==> src/rtl/gesture_packet_tx.sv <==
// Gesture result packet transmitter: on a rising result flag, latches a BYTE_NUM-byte
// word and sends it MSB byte first as back-to-back 8N1 UART frames.
module gesture_packet_tx #(
    parameter int CLK_FREQ = 24_000_000,
    parameter int BAUD     = 115200,
    parameter int BYTE_NUM = 6
) (
    input  logic                  clk,
    input  logic                  rst_n,
    input  logic [BYTE_NUM*8-1:0] pi_data,
    input  logic                  pi_flag,
    output logic                  tx,
    output logic                  busy,
    output logic                  done
);

    localparam int BAUD_DIV = CLK_FREQ / BAUD;
    localparam int BDW      = (BAUD_DIV > 1) ? $clog2(BAUD_DIV) : 1;
    localparam int BCW      = (BYTE_NUM > 1) ? $clog2(BYTE_NUM) : 1;
    localparam int W        = BYTE_NUM * 8;

    localparam logic [BDW-1:0] BAUD_LAST = BDW'(BAUD_DIV - 1);
    localparam logic [BCW-1:0] BYTE_LAST = BCW'(BYTE_NUM - 1);

    typedef enum logic [1:0] {
        S_IDLE,
        S_START,
        S_DATA,
        S_STOP
    } state_t;

    state_t         state_q;
    logic [BDW-1:0] baud_cnt_q;
    logic [2:0]     bit_cnt_q;
    logic [BCW-1:0] byte_cnt_q;
    logic [W-1:0]   shift_q;
    logic           pi_flag_q;
    logic           last_q;
    logic           tx_q;
    logic           busy_q;
    logic           done_q;

    logic           trigger;
    logic           bit_end;
    logic [7:0]     cur_byte;

    assign trigger  = pi_flag & ~pi_flag_q;
    assign bit_end  = (baud_cnt_q == BAUD_LAST);
    assign cur_byte = shift_q[W-1 -: 8];

    assign tx   = tx_q;
    assign busy = busy_q;
    assign done = done_q;

    // Outputs are registered from the current state, so the line, busy and done all
    // trail the FSM by one cycle; bit widths are unaffected because the lag is uniform.
    always_ff @(posedge clk or negedge rst_n) begin
        if (!rst_n) begin
            state_q    <= S_IDLE;
            baud_cnt_q <= '0;
            bit_cnt_q  <= '0;
            byte_cnt_q <= '0;
            shift_q    <= '0;
            pi_flag_q  <= 1'b0;
            last_q     <= 1'b0;
            tx_q       <= 1'b1;
            busy_q     <= 1'b0;
            done_q     <= 1'b0;
        end else begin
            // NOTE: non-blocking assignments let every register below see the
            // pre-edge value of state_q and the counters, regardless of statement order.
            pi_flag_q <= pi_flag;
            last_q    <= 1'b0;
            done_q    <= last_q;
            busy_q    <= (state_q != S_IDLE);

            case (state_q)
                S_START: tx_q <= 1'b0;
                S_DATA:  tx_q <= cur_byte[bit_cnt_q];
                default: tx_q <= 1'b1;
            endcase

            if (state_q != S_IDLE) begin
                baud_cnt_q <= bit_end ? '0 : baud_cnt_q + 1'b1;
            end

            case (state_q)
                S_IDLE: begin
                    if (trigger) begin
                        shift_q    <= pi_data;
                        byte_cnt_q <= '0;
                        bit_cnt_q  <= '0;
                        baud_cnt_q <= '0;
                        state_q    <= S_START;
                    end
                end
                S_START: begin
                    if (bit_end) begin
                        state_q <= S_DATA;
                    end
                end
                S_DATA: begin
                    if (bit_end) begin
                        bit_cnt_q <= bit_cnt_q + 3'd1;
                        if (bit_cnt_q == 3'd7) begin
                            state_q <= S_STOP;
                        end
                    end
                end
                S_STOP: begin
                    if (bit_end) begin
                        // Next byte follows straight after the stop bit, no idle gap.
                        if (byte_cnt_q < BYTE_LAST) begin
                            byte_cnt_q <= byte_cnt_q + 1'b1;
                            shift_q    <= shift_q << 8;
                            state_q    <= S_START;
                        end else begin
                            last_q  <= 1'b1;
                            state_q <= S_IDLE;
                        end
                    end
                end
                default: state_q <= S_IDLE;
            endcase
        end
    end

endmodule

==> config.mk <==
export PLATFORM = sky130hd
export DESIGN_NAME = gesture_packet_tx
export DESIGN_NICKNAME = d
export VERILOG_FILES = /design/src/rtl/gesture_packet_tx.sv
export SDC_FILE = /design/constraint.sdc
export NUM_CORES = 1
export LEC_CHECK = 0
export ABC_AREA = 1
export CAP_MARGIN = 20
export CORE_UTILIZATION = 40
export DETAILED_ROUTE_END_ITERATION = 7
export REMOVE_ABC_BUFFERS = 1
export SETUP_SLACK_MARGIN = 0.1
export SKIP_LAST_GASP = 1
export SLEW_MARGIN = 20
export SYNTH_ARGS = -nofsm -noshare
export SYNTH_HDL_FRONTEND = slang
export SYNTH_SLANG_ARGS = --single-unit
export TNS_END_PERCENT = 100
==> constraint.sdc <==
create_clock -name clk -period 2.6 [get_ports clk]
set_clock_uncertainty 0.2 [all_clocks]
set_input_delay 0.26 -clock clk [delete_from_list [all_inputs] [get_ports clk]]
set_output_delay 0.26 -clock clk [all_outputs]
set_load 0.02 [all_outputs]
Word level (Yosys, flattened, before mapping)
Index checks and enable logic that the tools add are counted.
{ "totals": {"ff_bits": 69, "inputBits": 51, "wordCells": 62} }
{ "classes": {"addsub": 3, "order_cmp": 2, "n_eq_ne": 11, "n_mux": 27, "bitwise_logic": 2, "reduce_logical": 7} }
{ "ops": {"columns": ["op", "count"], "rows": [
  ["2-to-1 mux 48 bit", 3],
  ["one-hot mux 48 bit (2 select lines)", 1],
  ["2-to-1 mux 8 bit", 4],
  ["2-to-1 mux 3 bit", 4],
  ["inequality test 2 bit (second input constant)", 6],
  ["one-hot mux 3 bit (2 select lines)", 2],
  ["2-to-1 mux 2 bit", 5],
  ["adder 8 x 1 -> 8 bit (second input constant)", 1],
  ["equality test 8 bit (second input constant)", 1],
  ["one-hot mux 2 bit (4 select lines)", 1],
  ["adder 3 x 1 -> 3 bit (second input constant)", 2],
  ["nonzero test 2 bit", 3],
  ["2-to-1 mux 1 bit", 5],
  ["AND reduction 5 bit", 1],
  ["equality test 2 bit (second input constant)", 2],
  ["< comparator 3 x 4 -> 1 bit (second input constant)", 1],
  ["AND reduction 4 bit", 1],
  ["binary-select mux 1 bit (select 3 bit)", 1],
  ["equality test 3 bit (second input constant)", 1],
  ["< comparator 3 bit (second input constant)", 1],
  ["AND reduction 3 bit", 1],
  ["equality test 2 x 1 -> 1 bit (second input constant)", 1],
  ["logical NOT 2 bit", 1],
  ["one-hot mux 1 bit (2 select lines)", 1],
  ["other kinds (2)", 2]
]} }

Logic depth before layout (Yosys ltp)
{ "depth": {"word_depth": 5, "ltp_mapped": 9, "mapped_depth_nobuf": 8} }

Least setup slack after synthesis
No wires, ideal clock.
{ "synth_timing": {"path_type": "register to register", "start": "register state_q[0]", "end": "register byte_cnt_q[0]", "setup_ps": 117, "arrival_ps": 1434, "required_time_ps": 2283, "path_slack_ps": 850, "stages_incl_launch_ff": 10, "period_less_slack_ps": 1750, "cell_sequence": "dfrtp_1 inv_1 ha_1 inv_1 nor2_4 a21oi_4 nand2_2 buf_2 nand2_1 nand2_1"} }
{ "synth_between": {"elab_chain_cells": 3, "word_cells_on_any_way": 8} }
{ "synth_rtl": {"columns": ["element", "line", "source"], "rows": [
  ["from (decl)", "32", "state_t state_q;"],
  ["from (signal assigned)", "59", "state_q <= S_IDLE;"],
  ["from (signal assigned)", "94", "state_q <= S_START;"],
  ["from (signal assigned)", "99", "state_q <= S_DATA;"],
  ["equality test 2 bit / logical NOT 2 bit (equally long branches)", "87", "case (state_q)"],
  ["inequality test 2 bit (no line) / nonzero test 2 bit (equally long branches)", null, null],
  ["AND reduction 4 bit (no line)", null, null],
  ["to (signal assigned)", "114", "byte_cnt_q <= byte_cnt_q + 1'b1;"],
  ["to (decl)", "35", "logic [BCW-1:0] byte_cnt_q;"]
]} }
Several ways; a longest one is shown, not always the timed one.
A chain may end at the register's enable or synchronous reset.

Final worst setup path
{ "layout_timing": {"start": "register state_q[0]", "end": "register shift_q[5]"} }
{ "layout_between": {"elab_chain_cells": 3, "word_cells_on_any_way": 8} }
{ "layout_rtl": {"columns": ["element", "line", "source"], "rows": [
  ["equality test 2 bit / logical NOT 2 bit (equally long branches)", "87", null],
  ["inequality test 2 bit (no line) / nonzero test 2 bit (equally long branches)", null, null],
  ["AND reduction 4 bit (no line)", null, null],
  ["to (signal assigned)", "90", "shift_q <= pi_data;"],
  ["to (signal assigned)", "115", "shift_q <= shift_q << 8;"],
  ["to (decl)", "36", "logic [W-1:0] shift_q;"]
]} }
Several ways; a longest one is shown, not always the timed one.

==> impl_results.md <==
* Count of final setup violators at 0
* Post-synth EDFFs at 0
* Clock Pin Slew Worst Setup and Hold Paths at 0.07 ns
* Final WL at roughly 7500 um
* Vias in the first global route at a little under 3,000
* Slowest Stage Delay on Critical Path at 0.46 ns
* Die height at around 100 um
* Longest Clk Path Bufs at 2
* Share of cells above drive strength 1 at between 10% and 20%
* Antenna viol nets, final at 0
* Count leader, synth: nand2_1
* Clock Latency Late Sink at approximately 0.34 ns
* Most frequent cells after synthesis: nand2_1 (262), dfrtp_1 (68), nand3_1 (33), nand3_2 (20)
* Initial Util at a little over two fifths
* Total GRT Usage at 17.0%
* Via density at between 4 and 5
* Num Clock Sinks at 69
* RSZ-0062 raised after global routing: false
* Die X at between 90 and 100 um
* Nets at between 500 and 600
* Flops & latches, synth at 69
* Post-CTS Resized at 0
* Final Util at between 50 and 60%
* Synth warnings at 0
* H-tree depth at 3
* # placed instances at 625
* Initial antenna violation count at 0
* Area Growth Syn to Fin at 21.3%
* Worst setup EP type: register
* Final Hold Viols at 0
* First-pass GRT wire length at approximately 13,000 um
* Root Driver: clkbuf_8
* Status: complete, but fails checks
* CTS tree: done
* Worst slew pin tran at roughly 0.9 ns
* Post-CTS Setup Bufs at 0
* Synth Instances at between 400 and 500
* Crit-path cells: inv_1 -> ha_1 -> inv_1 -> nor2_4 -> a21oi_4 -> nand2_2 -> buf_4 -> nand2_1 -> nand2_1
* Largest net degree at the start of global routing at 70
* Design area at around 4500 sq um
* Final period utilization at 85.9%
* Post-CTS Hold Buffers at 1
* # rows at 34
* Area post-placement at between 4000 and 5000 sq um
* Pleak at around 0.0023 uW
* Syn Std Cell Area at between 3000 and 4000 sq um
* # IOs at 54
* Kind of critical path: reg2reg
* Hpwl dp at 4730 um
* DRC viols at 2
* Maxcap violations at 0
* Largest cells by area after synthesis: dfrtp_1 (46%), nand2_1 (27%), nand3_2 (5.4%)
* Failing checks: design-rule violations
* Gpl congestion at a little under 0.8
* Critical path required time at ~2.7 ns
* Seq/Total Area, Yosys at a little under half
* Slowest library cell on the worst path: buf_4
* Count of cell types in the netlist at 30
* Power per cell area at around 1100 nW/um^2
* IO buf count at 53
* Starting DRT DRC Count at 112
* Top-area cell type share of the netlist area at between 40% and 50%
* Max Slew Vio Count at 0
* Worst relative slew slack at around two fifths
* Cell taking the most area after synthesis: dfrtp_1
* Fmax at roughly 450 MHz
* Core area at just under 9000 sq um
* Crit path time final at between 2 and 2.5 ns
* DIE AREA at ~9600 sq um
* Worst hold-check path type: reg2reg
* Via Count at about 3,000
* FFs w/ async S/R, synth at 100%
* Final Power at slightly above 5000 uW
* Antenna cell count at 0
* Post-Syn Area per Cell at ~7.7 sq um
* Final Instance Count excl. Fillers at 641
* CTS Buf Count at 9
* Worst EP arrival at around 2.3 ns
* Crit-path max FO at 51
* Congestion Overflow GR at 0
* Pre-antenna DRT Iters at 6
* Most used DFF post-synth: dfrtp_1
* Peak supply drop at about 0.00075 V
* CP startpoint kind: register
* Wire per inst at around 12 um
[path summary, 6_finish.rpt]
check	from	to	slack, ns	depth (start not counted)
worst min register to register	last_q	done	0.15	0
max in group asynchronous	rst_n	shift_q[1]	1.23	2
worst min-delay path	last_q	done	0.15	0
worst max-delay path	state_q[0]	shift_q[5]	0.37	9
min in group asynchronous	rst_n	baud_cnt_q[3]	0.35	2
worst max register to register	state_q[0]	shift_q[5]	0.37	9
[per-layer routing]
metal	track usage, %	vias to the layer above	share of wire, %
met5	0	-	0
met4	6.53	0	1.3
met3	2.72	10	3.6
met2	28.3	57	45
met1	22.3	1363	50
li1	-	1600	-
[layout by cell type, fill, tap and decap left out, drive strengths merged, types with 2 or more instances in the layout]
master and count:
nand2 265, dfrtp 68, nand3 53, clkdlybuf4s50 52
nor2 17, inv 16, o21ai 14, clkbuf 11
ha 8, buf 7, a21oi 6, o211ai 2
nand3b 2, clkinv 2, nor3 2
[metrics by stage]
| stage | hold slack [ns] | setup TNS, ns | setup WS [ns] |
|---|---|---|---|
| after floorplan | -0.236 | -71.85 | -1.41 |
| after global routing | 0.154 | 0 | 0.121 |
| final | 0.149 | 0 | 0.366 |
| after CTS | 0.152 | 0 | 0.354 |
| after detailed placement | 0.137 | 0 | 0.372 |
| after global placement | 0.133 | 0 | 0.480 |
[state kept, by name (all words and copies together) (netlist names)]
name / cells
baud_cnt_q: 8
bit_cnt_q: 3
busy: 1
byte_cnt_q: 3
done: 1
last_q: 1
pi_flag_q: 1
shift_q: 48
state_q: 2
tx: 1
[kinds of logic after synthesis]
logic type	Yosys count	synth area share (%)
AO/OA/AOI/OAI	23	3.60
adder cells (fa/ha/maj)	8	2.72
AND/OR/NAND/NOR	341	40.5
XOR/XNOR	1	0.238
flip-flops	69	46.9
buffers and inverters	39	6.05
[layout make-up]
type / instances / area [sq um]
fillers: 878 / 4340
multi-input cells: 373 / 1740
flip-flops and latches: 69 / 1730
repair buffers: 60 / 608
clock buffers: 11 / 151
well taps: 108 / 135
inverters: 16 / 60.1
clock inverters: 4 / 47.5
[power breakdown]
group | switching, uW | total [uW] | internal, uW
clock network | 389 | 875 | 487
registers | 263 | 1800 | 1530
logic | 1540 | 2370 | 829
[worst max-delay path, delay by kind of cell, from the launching register on]
kind / cells / cell delay (ns)
and+or+nand+nor: 4 / 0.48
adders and majority gates: 1 / 0.23
buffers and inverters: 3 / 0.75
DFF: 1 / 0.43
AOI/OAI and AO/OA: 1 / 0.07
Power figures use the tool's default switching activity.
